### src/rtl/fetch_pkg.sv
// Shared fetch-stage definitions: state encoding, HALT encoding and default widths.
// Decode reuses the width constants so both stages agree on the IF/ID layout.
package fetch_pkg;

  localparam int unsigned FETCH_ADDR_W = 4;
  localparam int unsigned FETCH_INSN_W = 16;
  localparam logic [FETCH_INSN_W-1:0] HALT_INSN = 16'hFFFF;

  typedef enum logic [1:0] {
    ST_IDLE   = 2'd0,
    ST_FETCH  = 2'd1,
    ST_HALTED = 2'd2
  } fetch_state_e;

endpackage

### src/rtl/instruction_fetch.sv
// Fetch stage: owns the PC, drives the instruction memory address and registers
// the returned instruction into IF/ID; handles stall, branch redirect and HALT.
module instruction_fetch
  import fetch_pkg::*;
#(
  parameter int unsigned ADDR_W = FETCH_ADDR_W,
  parameter int unsigned INSN_W = FETCH_INSN_W,
  parameter logic [INSN_W-1:0] HALT_INSN = fetch_pkg::HALT_INSN
) (
  input  logic              clk,
  input  logic              reset,
  input  logic              exec_en,
  input  logic              stall,
  input  logic              branch_taken,
  input  logic [ADDR_W-1:0] branch_target,
  input  logic [INSN_W-1:0] insn_in,
  output logic [ADDR_W-1:0] pc_addr,
  output logic [INSN_W-1:0] if_id_insn,
  output logic [ADDR_W-1:0] if_id_pc,
  output logic              if_id_valid,
  output logic              halted,
  output logic [7:0]        fetch_count,
  output fetch_state_e      state_dbg
);

  // Handshake: there is no valid/ready pair here; `stall` is a hold request
  // from decode and freezes PC, IF/ID and state on the edge it is sampled.

  fetch_state_e      state_q, state_n;
  logic [ADDR_W-1:0] pc_q, pc_n;
  logic [INSN_W-1:0] insn_q, insn_n;
  logic [ADDR_W-1:0] ifpc_q, ifpc_n;
  logic              valid_q, valid_n;
  logic [7:0]        count_q, count_n;

  always_ff @(posedge clk) begin
    if (reset) begin
      state_q <= ST_IDLE;
      pc_q    <= '0;
      insn_q  <= '0;
      ifpc_q  <= '0;
      valid_q <= 1'b0;
      count_q <= '0;
    end else begin
      state_q <= state_n;
      pc_q    <= pc_n;
      insn_q  <= insn_n;
      ifpc_q  <= ifpc_n;
      valid_q <= valid_n;
      count_q <= count_n;
    end
  end

  always_comb begin
    state_n = state_q;
    pc_n    = pc_q;
    insn_n  = insn_q;
    ifpc_n  = ifpc_q;
    valid_n = valid_q;
    count_n = count_q;

    if (!exec_en) begin
      // Leaving execute mode drops the pipeline entry but keeps its contents.
      state_n = ST_IDLE;
      pc_n    = '0;
      valid_n = 1'b0;
    end else begin
      unique case (state_q)
        ST_IDLE: begin
          // Memory read data is not trustworthy until one edge into execute mode.
          state_n = ST_FETCH;
          pc_n    = '0;
        end
        ST_FETCH, ST_HALTED: begin
          if (branch_taken) begin
            state_n = ST_FETCH;
            pc_n    = branch_target;
            valid_n = 1'b0;
          end else if (!stall) begin
            if (state_q == ST_FETCH) begin
              insn_n  = insn_in;
              ifpc_n  = pc_q;
              valid_n = 1'b1;
              count_n = (count_q == 8'hFF) ? count_q : count_q + 8'd1;
              if (insn_in == HALT_INSN) state_n = ST_HALTED;
              else                      pc_n    = pc_q + 1'b1;
            end else begin
              valid_n = 1'b0;
            end
          end
        end
        default: begin
          state_n = ST_IDLE;
          pc_n    = '0;
          valid_n = 1'b0;
        end
      endcase
    end
  end

  assign pc_addr     = pc_q;
  assign if_id_insn  = insn_q;
  assign if_id_pc    = ifpc_q;
  assign if_id_valid = valid_q;
  assign halted      = (state_q == ST_HALTED);
  assign fetch_count = count_q;
  assign state_dbg   = state_q;

endmodule

### config.mk
export PLATFORM = sky130hd
export DESIGN_NAME = instruction_fetch
export DESIGN_NICKNAME = d
export VERILOG_FILES = /design/src/rtl/fetch_pkg.sv /design/src/rtl/instruction_fetch.sv
export SDC_FILE = /design/constraint.sdc
export NUM_CORES = 1
export LEC_CHECK = 0
export ABC_AREA = 1
export CAP_MARGIN = 25
export CORE_MARGIN = 1
export CORE_UTILIZATION = 44
export CTS_CLUSTER_DIAMETER = 200
export DETAILED_ROUTE_END_ITERATION = 7
export HOLD_SLACK_MARGIN = 0.12
export PLACE_DENSITY = 0.81
export SLEW_MARGIN = 10
export SYNTH_ARGS = -nofsm -noshare
export SYNTH_HDL_FRONTEND = slang
export SYNTH_SLANG_ARGS = --single-unit
### constraint.sdc
create_clock -name clk -period 2.1 [get_ports clk]
set_input_delay 0.42 -clock clk [delete_from_list [all_inputs] [get_ports clk]]
set_output_delay 0.42 -clock clk [all_outputs]
set_load 0.02 [all_outputs]
==> impl_summary.md, run 1 <==
Worst setup path
For the worst setup path, the data required time is 1.68 ns. STA classifies the critical path startpoint as a flop. On the critical path the largest part of the delay comes from buffers and inverters. The signal on the critical path passes through inv_1 -> ha_1 -> clkdlybuf4s50_1. Along the worst path, the maximum fanout reaches 6. Data arrives at the worst endpoint at about 1.5 ns. The worst setup path category is reg -> out. The kind of end point of the critical path is an output port. For this run, the slowest stage of the critical path takes ~0.54 ns. For this design, the slowest cell found on the critical path is clkdlybuf4s50_1. The number of buffer and inverter stages on the critical path is 2.

Power and ir drop
Combinational cells account for 10.3% of the total power. The static leakage power is roughly 0.96 nW. Sequential cells account for 50.6% of the total power. The power dissipated by switching net loads is between 0.0002 and 0.0003 W. The internal power contribution is 0.00104 W. The clock network power share is around 39%. Of the total power, the share spent switching nets is between 20% and 30%. The power density over cell area is 543 nW/um^2. The worst-case IR drop observed on VDD is 0.305 mV.

Logic synthesis
The share of synthesized registers carrying an async set or reset is 0%. The most numerous cell in the Yosys netlist is nor2_1. The area share of the largest cell type after synthesis is about two fifths.

The number of distinct library cells after synthesis is 26. Counting flops and latches in the post-synthesis netlist gives 35. The post-synthesis adder-cell area fraction is between 5 and 6%.

After synthesis, the most frequently instantiated cells are nor2_1 (52), nand2_1 (49), dfxtp_1 (35), inv_1 (19). For this run, the leading register cell type out of synthesis is dfxtp_1. For this run, the register share of the synthesized area comes to between 40% and 50%.

The xor/xnor share of the synthesized area is a little over 3%. Of the total synthesized cell area, the portion taken by AND, OR, NAND and NOR gates is approximately 30%. By area, the combinational part of the netlist is dominated by simple AND/OR/NAND/NOR gates. For this run, the number of Yosys warnings is 0. The cell count after synthesis is approximately 240. By area the synthesized netlist is led by dfxtp_1 (41%), nor2_1 (11%), nand2_1 (11%), ha_1 (5.1%), a21oi_1 (4.4%). When the netlist entered floorplanning its net count stood at 270. Summing the areas of all compound-gate instances in the mapped netlist gives approximately 13% of the synthesized area. The share of cell area taken by muxes after synthesis is 0%.

In this run the mean area of a mapped cell was a little over 7 um^2. The area of the mapped netlist is ~1700 um^2. Counting flops with a built-in enable in the synthesized netlist gives 0. The cell taking the most area after synthesis is dfxtp_1.

Cells and area
Leaving out filler cells and counting taps, the final layout contains approximately 350. The repair_antennas step left the layout with diodes totalling 0. The post-synthesis to final-layout area growth is 43.7%. In the final layout, the share of cells above drive strength 1 is under 10%. The post-layout utilization of the core is between 60% and 70%. The final layout contains 335 nets.

CTS
The number of buffers inserted during clock tree synthesis is 5. The number of gates resized after CTS was 0. Buffers inserted to repair hold after CTS numbered 0.

The maximum count of clock buffers along a single path is 2. The clock-pin slew on the worst setup and hold paths is ~0.070 ns. The clock drives 35 sinks. The clock root buffer master is clkbuf_8. CTS built an H-tree with a depth of 2. The insertion delay to the later sink of the worst-skew pair is 0.28 ns.

TritonCTS built the clock tree. Buffers added to address setup during post-CTS repair amount to 0.

Floorplanning
The horizontal die dimension is between 60 and 70 um. The initialized floorplan defines 22 standard-cell rows. The floorplan step defined a core boundary enclosing between 3000 and 4000 um^2. The die covers 4130 um^2. The number of I/O pins is 61. The vertical die dimension is 64.3 um. Once the floorplan was initialized, standard cells occupied between 40% and 50% of the core.

Global route
The pin count of the biggest net entering global routing is 23. The first global-routing pass estimated roughly 6700 um of wire. For this run, the total global-route usage over all layers was measured as 20.9%. The initial antenna violation count is 0. The residual overflow from global routing is 0. The via count of the first global-routing pass is between 1500 and 2000.

STA
The final setup violation count is 0. The max-slew violation total from the final report is 0. The final critical delay including setup and external delays is approximately 2.0 ns. The relative max-transition margin is 76.3%. The final period utilization is roughly 93%. The summed negative setup slack over all endpoints is 0 ns. The number of failing hold endpoints at the final stage is 0. Setup repair after global routing left no endpoint under its margin.

For the final database, setup skew stands at about 0.0033 ns. The highest attainable clock frequency is slightly above 0.5 GHz. The measured slew at the worst slew-check pin is 0.355 ns.

Job
The max-capacitance violation count is 0.

Min path
In this run the worst hold path is classified as reg -> reg.

Routing
The routed wire length is approximately 3900 um. Detailed routing inserted a total of between 1500 and 2000 vias. In this run the remaining antenna-violating nets after routing total 0. For this run, the detailed router's first-pass iteration total came to 5. After detailed routing, the average wire length per cell comes to between 10 and 15 um. The total DRC errors in the routed layout is 0. The via count normalized by instance count is about 4.7.

The first routing iteration left roughly 140 violations.

Placement
The port buffer count is 60. Including well taps, the total number of placed cells is about 340. At the end of routability-driven placement, the weighted congestion stood at approximately 0.88. Detailed placement finished with a half-perimeter wire length of ~3000 um.

Outcome
The flow ran to the end, and the final reports show no timing, DRC or antenna violations.
cell families (layout without fill, tap and decap cells):
kind of cell    count (synthesis)  count (layout)
compound gates                 42              42
xor+xnor                        6               6
fa+ha+maj                       7               7
buf+inv                        28              94
flops                          35              35
simple gates                  120             120
worst reg2reg max path, stage by stage, from the launching register on:
cell and delay, ns:
dfxtp_1 0.42, inv_1 0.10, ha_1 0.36, nand2_4 0.09, nor2_4 0.10, nand3_4 0.12
inv_2 0.31, o21ai_0 0.16, a21oi_1 0.12
state kept, by name, indices dropped and copies added (netlist names):
register / flops
state_dbg: 2
if_id_pc: 4
pc_addr: 4
if_id_insn: 16
fetch_count: 8
if_id_valid: 1
area by class of cell:
| type | instances | area [um^2] |
|---|---|---|
| timing repair buffer | 64 | 631 |
| sequential | 35 | 701 |
| clock buffer | 8 | 100 |
| fill | 333 | 1240 |
| tap | 48 | 60.1 |
| inverter | 22 | 90.1 |
| multi-input combinational | 175 | 868 |
routing by layer:
metal  GRT usage (%)  vias up  share of wire [%]
met2            33.2       46                 47
met1            26.8      709                 47
met3            5.71        4                5.1
met4            7.78        0               0.96
met5               0        -                  0
li1                -      886                  -
layout by cell type, fill, tap and decap left out, types with 2 or more instances in the layout:
| cell | instances |
|---|---|
| a21oi_1 | 15 |
| buf_4 | 4 |
| clkbuf_8 | 7 |
| clkdlybuf4s50_1 | 60 |
| dfxtp_1 | 35 |
| ha_1 | 7 |
| inv_1 | 19 |
| nand2_1 | 49 |
| nand2_2 | 2 |
| nand3_1 | 10 |
| nand4_1 | 2 |
| nor2_1 | 52 |
| nor2_4 | 2 |
| o21ai_0 | 15 |
| o21ai_1 | 10 |
| xnor2_1 | 3 |
| xor2_1 | 3 |
final timing paths:
check | start | endpoint | slack, ns | depth (start not counted)
worst min register to register | if_id_insn[14] | if_id_insn[14] | 0.48 | 2
worst max-delay path | state_dbg[0] | halted | 0.15 | 3
worst max register to register | state_dbg[0] | if_id_pc[3] | 0.25 | 8
worst min-delay path | if_id_insn[14] | if_id_insn[14] | 0.48 | 2
power groups by stage:
stage / combinational (W) / sequential, W / clock, W
floorplan: 0.0000566 / 0.000693 / 0
global placement: 0.000135 / 0.000688 / 0
detailed placement: 0.000136 / 0.000688 / 0
CTS: 0.000137 / 0.000673 / 0.000534
global route: 0.000151 / 0.000673 / 0.000577
finish: 0.000137 / 0.000673 / 0.000520
metrics by stage:
stage	hold WS, ns	worst slack (ns)	instance area [um^2]	power [W]
2_1_floorplan	0.489	0.440	1710	0.000750
3_3_place_gp	0.463	0.234	2350	0.000823
3_5_place_dp	0.455	0.163	2350	0.000825
4_1_cts	0.474	0.133	2450	0.00134
5_1_grt	0.512	0.00147	2450	0.00140
6_report	0.482	0.148	2450	0.00133
(Power assumes the default switching activity.)
==> run 2: changes to the inputs <==
--- a/config.mk
+++ b/config.mk
@@ -13,7 +13,6 @@
 export DETAILED_ROUTE_END_ITERATION = 7
 export HOLD_SLACK_MARGIN = 0.12
 export PLACE_DENSITY = 0.81
-export SLEW_MARGIN = 10
 export SYNTH_ARGS = -nofsm -noshare
 export SYNTH_HDL_FRONTEND = slang
 export SYNTH_SLANG_ARGS = --single-unit
==> results of run 2 <==
Final layout, timing and power as in run 1 (identical DEF).
==> run 3: changes to the inputs <==
--- a/config.mk
+++ b/config.mk
@@ -13,6 +13,7 @@
 export DETAILED_ROUTE_END_ITERATION = 7
 export HOLD_SLACK_MARGIN = 0.12
 export PLACE_DENSITY = 0.81
+export SLEW_MARGIN = 20
 export SYNTH_ARGS = -nofsm -noshare
 export SYNTH_HDL_FRONTEND = slang
 export SYNTH_SLANG_ARGS = --single-unit
==> results of run 3 <==
Final layout, timing and power as in run 1 (identical DEF).
